**src/rtl/systolic_array_ctrl.sv**
```systemverilog
// Job sequencer between a host operand/result stream and one systolic_array:
// buffers a job, clears the array, bursts the operands, captures and streams back the rows.
module systolic_array_ctrl #(
    parameter int DATAWIDTH    = 16,
    parameter int N_SIZE       = 5,
    parameter int WAIT_TIMEOUT = 64
) (
    input  logic                            clk,
    input  logic                            rst_n,
    input  logic                            in_valid,
    output logic                            in_ready,
    input  logic [N_SIZE*DATAWIDTH-1:0]     in_a,
    input  logic [N_SIZE*DATAWIDTH-1:0]     in_b,
    output logic                            out_valid,
    input  logic                            out_ready,
    output logic [N_SIZE*2*DATAWIDTH-1:0]   out_row,
    output logic                            out_last,
    output logic                            busy,
    output logic                            err,
    output logic                            arr_rst_n,
    output logic                            arr_valid_in,
    output logic [N_SIZE*DATAWIDTH-1:0]     arr_a,
    output logic [N_SIZE*DATAWIDTH-1:0]     arr_b,
    input  logic                            arr_valid_out,
    input  logic [N_SIZE*2*DATAWIDTH-1:0]   arr_c
);
    localparam int AW = N_SIZE * DATAWIDTH;
    localparam int RW = N_SIZE * 2 * DATAWIDTH;
    localparam int CW = (N_SIZE > 1) ? $clog2(N_SIZE) : 1;
    localparam int WW = $clog2(WAIT_TIMEOUT + 1);
    localparam logic [CW-1:0] LAST      = CW'(N_SIZE - 1);
    localparam logic [WW-1:0] WAIT_LAST = WW'(WAIT_TIMEOUT - 1);

    localparam logic [2:0] S_IDLE    = 3'd0;
    localparam logic [2:0] S_CLEAR   = 3'd1;
    localparam logic [2:0] S_FEED    = 3'd2;
    localparam logic [2:0] S_WAIT    = 3'd3;
    localparam logic [2:0] S_CAPTURE = 3'd4;
    localparam logic [2:0] S_DRAIN   = 3'd5;
    localparam logic [2:0] S_OUTPUT  = 3'd6;

    logic [2:0]    state;
    logic [CW-1:0] idx;
    logic [CW-1:0] idx_next;
    logic [WW-1:0] wait_cnt;

    logic [AW-1:0] buf_a [N_SIZE];
    logic [AW-1:0] buf_b [N_SIZE];
    logic [RW-1:0] res   [N_SIZE];

    assign idx_next = idx + 1'b1;
    assign busy     = (state != S_IDLE);

    // One index serves beat count, feed slot, capture row and output row: the phases never overlap.
    always_ff @(posedge clk) begin
        if (state == S_IDLE && in_valid && in_ready) begin
            buf_a[idx] <= in_a;
            buf_b[idx] <= in_b;
        end
    end

    // Row 0 is taken in WAIT on the first valid_out sample, rows 1.. in CAPTURE.
    always_ff @(posedge clk) begin
        if ((state == S_WAIT && arr_valid_out) || state == S_CAPTURE) begin
            res[idx] <= arr_c;
        end
    end

    always_ff @(posedge clk or negedge rst_n) begin
        if (!rst_n) begin
            state        <= S_IDLE;
            idx          <= '0;
            wait_cnt     <= '0;
            in_ready     <= 1'b0;
            out_valid    <= 1'b0;
            out_last     <= 1'b0;
            out_row      <= '0;
            err          <= 1'b0;
            arr_rst_n    <= 1'b0;
            arr_valid_in <= 1'b0;
            arr_a        <= '0;
            arr_b        <= '0;
        end else begin
            case (state)
                S_IDLE: begin
                    arr_rst_n <= 1'b1;
                    if (in_valid && in_ready) begin
                        err <= 1'b0;
                        if (idx == LAST) begin
                            idx       <= '0;
                            in_ready  <= 1'b0;
                            arr_rst_n <= 1'b0;
                            state     <= S_CLEAR;
                        end else begin
                            idx      <= idx_next;
                            in_ready <= 1'b1;
                        end
                    end else begin
                        in_ready <= 1'b1;
                    end
                end
                S_CLEAR: begin
                    arr_rst_n    <= 1'b1;
                    arr_valid_in <= 1'b1;
                    arr_a        <= buf_a[0];
                    arr_b        <= buf_b[0];
                    idx          <= '0;
                    state        <= S_FEED;
                end
                S_FEED: begin
                    if (idx == LAST) begin
                        arr_valid_in <= 1'b0;
                        arr_a        <= '0;
                        arr_b        <= '0;
                        idx          <= '0;
                        wait_cnt     <= '0;
                        state        <= S_WAIT;
                    end else begin
                        idx   <= idx_next;
                        arr_a <= buf_a[idx_next];
                        arr_b <= buf_b[idx_next];
                    end
                end
                S_WAIT: begin
                    if (arr_valid_out) begin
                        idx      <= CW'(1);
                        wait_cnt <= '0;
                        state    <= S_CAPTURE;
                    end else if (wait_cnt == WAIT_LAST) begin
                        err       <= 1'b1;
                        arr_rst_n <= 1'b0;
                        in_ready  <= 1'b1;
                        idx       <= '0;
                        wait_cnt  <= '0;
                        state     <= S_IDLE;
                    end else begin
                        wait_cnt <= wait_cnt + 1'b1;
                    end
                end
                S_CAPTURE: begin
                    if (idx == LAST) begin
                        idx   <= '0;
                        state <= S_DRAIN;
                    end else begin
                        idx <= idx_next;
                    end
                end
                S_DRAIN: begin
                    if (!arr_valid_out) begin
                        out_valid <= 1'b1;
                        out_row   <= res[0];
                        out_last  <= 1'b0;
                        idx       <= '0;
                        state     <= S_OUTPUT;
                    end
                end
                S_OUTPUT: begin
                    if (out_ready) begin
                        if (idx == LAST) begin
                            out_valid <= 1'b0;
                            out_last  <= 1'b0;
                            out_row   <= '0;
                            idx       <= '0;
                            in_ready  <= 1'b1;
                            state     <= S_IDLE;
                        end else begin
                            idx      <= idx_next;
                            out_row  <= res[idx_next];
                            out_last <= (idx_next == LAST);
                        end
                    end
                end
                default: begin
                    state <= S_IDLE;
                end
            endcase
        end
    end
endmodule

```
**config.mk**
```make
export PLATFORM = sky130hd
export DESIGN_NAME = systolic_array_ctrl
export DESIGN_NICKNAME = d
export VERILOG_FILES = /design/src/rtl/systolic_array_ctrl.sv
export SDC_FILE = /design/constraint.sdc
export NUM_CORES = 2
export LEC_CHECK = 0
export ABC_AREA = 1
export ABC_CLOCK_PERIOD_IN_PS = 9250
export BUFFER_PORTS_ARGS = -buffer_cell sky130_fd_sc_hd__buf_4
export CORE_ASPECT_RATIO = 0.7
export CORE_MARGIN = 10
export CORE_UTILIZATION = 54
export CTS_CLUSTER_SIZE = 24
export DETAILED_ROUTE_END_ITERATION = 8
export PLACE_DENSITY = 0.76
export SETUP_SLACK_MARGIN = 0.4
export SLEW_MARGIN = 20
export SYNTH_ARGS = -nofsm -noshare
export SYNTH_HDL_FRONTEND = slang
export SYNTH_SLANG_ARGS = --single-unit
export TNS_END_PERCENT = 5
```
**constraint.sdc**
```tcl
create_clock -name clk -period 9.25 [get_ports clk]
set_clock_uncertainty 0.15 [all_clocks]
set_input_delay 0.4625 -clock clk [delete_from_list [all_inputs] [get_ports clk]]
set_output_delay 0.4625 -clock clk [all_outputs]
set_load 0.01 [all_outputs]
```
Word level (Yosys, flattened, before mapping)
Memories as Yosys holds them, arrays and structs flattened.
Index checks and enable logic that the tools add are counted.
{ "totals": {"reg_bits": 339, "n_memories": 3, "word_cells": 113, "mem_bits_rw": 1600} }
{ "classes": {"n_mux": 53, "n_reduce_logical": 24, "n_eq_ne": 19, "n_addsub": 2} }
{ "memory_table": {"columns": ["name", "words", "word_bits", "read_ports", "rd_clocked_by_memory_dff", "wr", "line_no", "source"], "rows": [
  ["res", 5, 160, 2, 0, 1, "49", "logic [RW-1:0] res [N_SIZE];"],
  ["buf_a", 5, 80, 2, 0, 1, "47", "logic [AW-1:0] buf_a [N_SIZE];"],
  ["buf_b", 5, 80, 2, 0, 1, "48", "logic [AW-1:0] buf_b [N_SIZE];"]
]} }
{ "op_table": {"columns": ["cell", "n"], "rows": [
  ["two-way mux 160 bit", 3],
  ["case mux 160 bit (2 select lines)", 1],
  ["case mux 80 bit (2 select lines)", 2],
  ["two-way mux 80 bit", 2],
  ["two-way mux 3 bit", 14],
  ["two-way mux 7 bit", 3],
  ["case mux 3 bit (7 select lines)", 1],
  ["two-way mux 1 bit", 19],
  ["case mux 3 bit (6 select lines)", 1],
  ["equality test 3 bit (second input constant)", 5],
  ["case mux 7 bit (2 select lines)", 1],
  ["!= test 2 bit (second input constant)", 5],
  ["AND reduction 5 bit", 2],
  ["nonzero test 3 bit", 3],
  ["!= test 2 x 1 -> 1 bit (second input constant)", 4],
  ["case mux 1 bit (2 select lines)", 4],
  ["AND reduction 4 bit", 2],
  ["AND reduction 8 bit", 1],
  ["nonzero test 2 bit", 4],
  ["adder 7 x 1 -> 7 bit (second input constant)", 1],
  ["equality test 7 x 6 -> 1 bit (second input constant)", 1],
  ["equality test 3 x 2 -> 1 bit (second input constant)", 2],
  ["case mux 1 bit (3 select lines)", 2],
  ["AND reduction 3 bit", 2],
  ["other kinds (9)", 13]
]} }

Logic depth before layout (Yosys ltp)
{ "logic_depth": {"depth_word": 5, "depth_mapped": 14, "depth_no_buf": 9} }

Worst setup path before layout
OpenSTA, ideal clock, no wires.
{ "synth_timing": {"kind": "flip-flop to flip-flop", "start": "register idx[0]", "end": "memory buf_a[1][0] in the netlist's numbering (enable)", "arrival_time_ns": 7.904, "required_ns": 8.418, "synth_period_minus_slack_ns": 8.736, "path_stages_with_launch": 7, "n_path_buf": 4, "setup_slack_ns": 0.514, "cell_sequence": "dfrtp_1 buf_2 buf_4 buf_2 clkbuf_1 nand3_1 nor2_1"} }
{ "synth_lines": {"columns": ["element", "line_no", "source"], "rows": [
  ["start, declared", "43", "logic [CW-1:0] idx;"],
  ["start signal, assigned", "95", "idx <= idx_next;"],
  ["start signal, assigned", "119", "idx <= idx_next;"],
  ["start signal, assigned", "145", "idx <= idx_next;"],
  ["end, declared", "47", null]
]} }
Straight into the memory's write port.

Worst setup path in the final report
{ "layout_timing": {"start": "register idx[0]", "end": "register arr_b[43]"} }
{ "layout_between": {"elab_chain_cells": 4} }
{ "layout_lines": {"columns": ["element", "line_no", "source"], "rows": [
  ["adder 3 x 1 -> 3 bit", "51", "assign idx_next = idx + 1'b1;"],
  ["memory (5 x 80 bit)", null, null],
  ["two-way mux 80 bit (*)", "111", "if (idx == LAST) begin"],
  ["case mux 80 bit (2 select lines) (*)", "84", "case (state)"],
  ["end signal, assigned", "106", "arr_b <= buf_b[0];"],
  ["end signal, assigned", "121", "arr_b <= buf_b[idx_next];"],
  ["end, declared", "23", "output logic [N_SIZE*DATAWIDTH-1:0] arr_b,"]
]} }
Mark *: on every way between the ends. The rest lies on a longest branch, timed or not.
A chain may end at the register's enable or synchronous reset.

==> results.ini <==
[synthesis]
syn-cell-area_um2 = 77600
seq_area_frac_synth = 0.728
synth-xor-area-share = 0
synth-simple-area-share = 0.171
synth_compound_area_frac = 0.0665
yosysUniqueCellTypes = 22
synth_mux_area_frac = 0
ys_seq_elements = 1939
synth_top_family_by_area = simple AND/OR/NAND/NOR gates
yosys_warnings = 0
synth_fa_ha_area_frac = 0.000645
syn-mean-instance-area_um2 = 11.2
syn_nets = 7243
syn_inst = 6914

[die]
chipHeight_um = 337
core.rowCount = 116
start_util = 0.543
core_region_area_um2 = 143000
dieArea_um2 = 160000
die_x_um = 473
io_pins = 652

[hold_path]
hp-class = in -> async

[finish]
nNetsFinal = 8036
final_common_cell = edfxtp_1
final_cell_mix = edfxtp_1 (1,600), nor2_1 (1,538), nand2_1 (1,234)
drive_above_1_share = 0.128
design_area_um2 = 92900
instances_no_fill = 9796
areaGrowthSynthToFinish_pct = 19.8
fin_util = 0.651

[clock_tree]
tritoncts = built
cts_sinks = 1939
h-tree-depth = 4
clk_latency_ns = 0.81
clk_pin_slew_ns = 0.06
cts.path.max_buffers = 3
cts_buffers = 179
cts-root-buf = clkbuf_16
cts_setup_buffers = 0

[power]
ir_drop_mv = 0.291
p_leak_nw = 36.9
power_density_nw_per_um2 = 324
finalPower_mw = 30.1

[timing]
slew_headroom = 0.155
post-route-min-period_ns = 5.36
setup_ws_ns = 3.89
drv_slew = 0
rsz0062_at_grt = no
timing.hold.ws_ns = 0.0804
timing.final.crit_share = 0.579
finalHoldViolCount = 0
finalSetupTns_ns = 0
setup_viol = 0
max_freq_ghz = 0.187
tightest_slew_ns = 1.27

[critical_path]
required_ns = 9.77
critPathMaxFanout = 121
max_stage_delay_ns = 1.06
cp-end-kind = flop
worst_ep_arrival_time_ns = 5.88
startpoint_type = flop
critPathKind = reg -> reg
slowest_stage = dfrtp_4
path_common_cell = buf_4
path_cells = inv_8 > ha_4 > buf_4 > buf_4 > nor2_1 > o21ai_0 > nand3_1 > nand2_1 > a21oi_1

[placed_design]
placed_cells_incl_taps = 9090
dp_hpwl_um = 114000
postPlaceCellArea_um2 = 83700
pre_cts_ws_ns = 3.92
place_congestion = 0.790
port_buffers = 651

[global_routing]
overflow = 0
grt_max_degree = 213
grt_pass1_wl_um = 327000
grt_antenna_before_repair = 42
globalRouteTotalUtil = 0.264
grt_pass1_vias = 54734

[route]
vias_per_cell = 5.64
drtPass1Iterations = 8
drt_iter0_markers = 6166
vias = 55245
drc_errors = 0
wire_per_inst_um = 22.1
route.antenna.remaining_nets = 0
routed_wl_um = 217000

[status]
outcome = completed

[job]
cap_violations = 0

## synthesized netlist by cell type
cell	instances	share of area
ha_1	4	0.00064
nor2_2	1	0.000081
buf_6	18	0.0026
nand3_1	537	0.035
dfrtp_1	339	0.11
o21ai_2	1	0.00011
buf_1	39	0.0019
inv_2	5	0.00024
buf_2	103	0.0066
o21ai_1	3	0.00019
edfxtp_1	1600	0.62
clkbuf_1	243	0.012
buf_4	22	0.0021
nand4_1	9	0.00073
nand2_1	1237	0.060
inv_1	176	0.0085
nand3_2	3	0.00039
a21oi_1	449	0.029
or2_2	1	0.000081
o21ai_0	574	0.037
o21a_1	2	0.00019
nor2_1	1548	0.075
## timing repair
action / 4_1_cts / 5_1_grt
gates resized for setup: 0 / 0
endpoints found under the hold margin: 1666 / 0
hold buffers: 323 / 0
## layout make-up
class	count	area (um2)
antenna	45	113
multi-input combinational	4369	18600
timing repair buffer	1037	8810
inverter	181	697
clock inverter	83	707
sequential	1939	56500
tap	1888	2360
clock buffer	254	5130
fill	10205	49900
## layer usage
| layer | global-route usage | part of all wire | up-vias |
|---|---|---|---|
| met5 | 0 | 0.00013 | - |
| met3 | 0.0435 | 0.081 | 540 |
| li1 | - | - | 25268 |
| met1 | 0.334 | 0.38 | 26615 |
| met2 | 0.435 | 0.48 | 2816 |
| met4 | 0.153 | 0.056 | 6 |
## registers in the layout, indices dropped and copies added, names as in the netlist
name,cells
arr_rst_n,1
out_row,160
err,1
out_valid,1
wait_cnt,7
state,3
res,800
buf_a,400
in_ready,1
arr_a,80
out_last,1
buf_b,400
arr_b,80
idx,3
arr_valid_in,1
## report_power, final
part	leakage (nW)	switching, mW	total (mW)	internal [mW]
sequential	18.6	0.748	11.5	10.8
combinational	15.4	7.62	11.2	3.61
clock	2.85	3.24	7.34	4.10
total	36.9	11.6	30.1	18.5
## cells by family (layout without fill, tap and decap cells)
group / count (synthesis) / count (layout)
AO/OA/AOI/OAI: 1029 / 1029
adder cells (fa/ha/maj): 4 / 4
buffers and inverters: 606 / 1555
flip-flops: 1939 / 1939
other: 0 / 45
AND/OR/NAND/NOR: 3336 / 3336
## path summary, 6_finish.rpt
kind | endpoint | cells past startpoint | slack, ns | from
min reg2reg | out_row[81] | 2 | 0.33 | out_row[81]
min | out_row[142] | 2 | 0.08 | rst_n
max in group asynchronous | arr_a[35] | 3 | 7.47 | rst_n
max | arr_b[43] | 9 | 3.89 | idx[0]
min in group clk | idx[1] | 6 | 0.10 | out_ready
max reg2reg | arr_b[43] | 9 | 3.89 | idx[0]
## worst max-delay path, delay by kind of cell (launching register included)
kind	cells	cell delay (ns)
fa+ha+maj	1	0.98
compound gates	2	0.20
flops	1	1.06
buf+inv	3	2.33
simple gates	3	0.33
No activity file was read; power rests on OpenSTA's default activity.
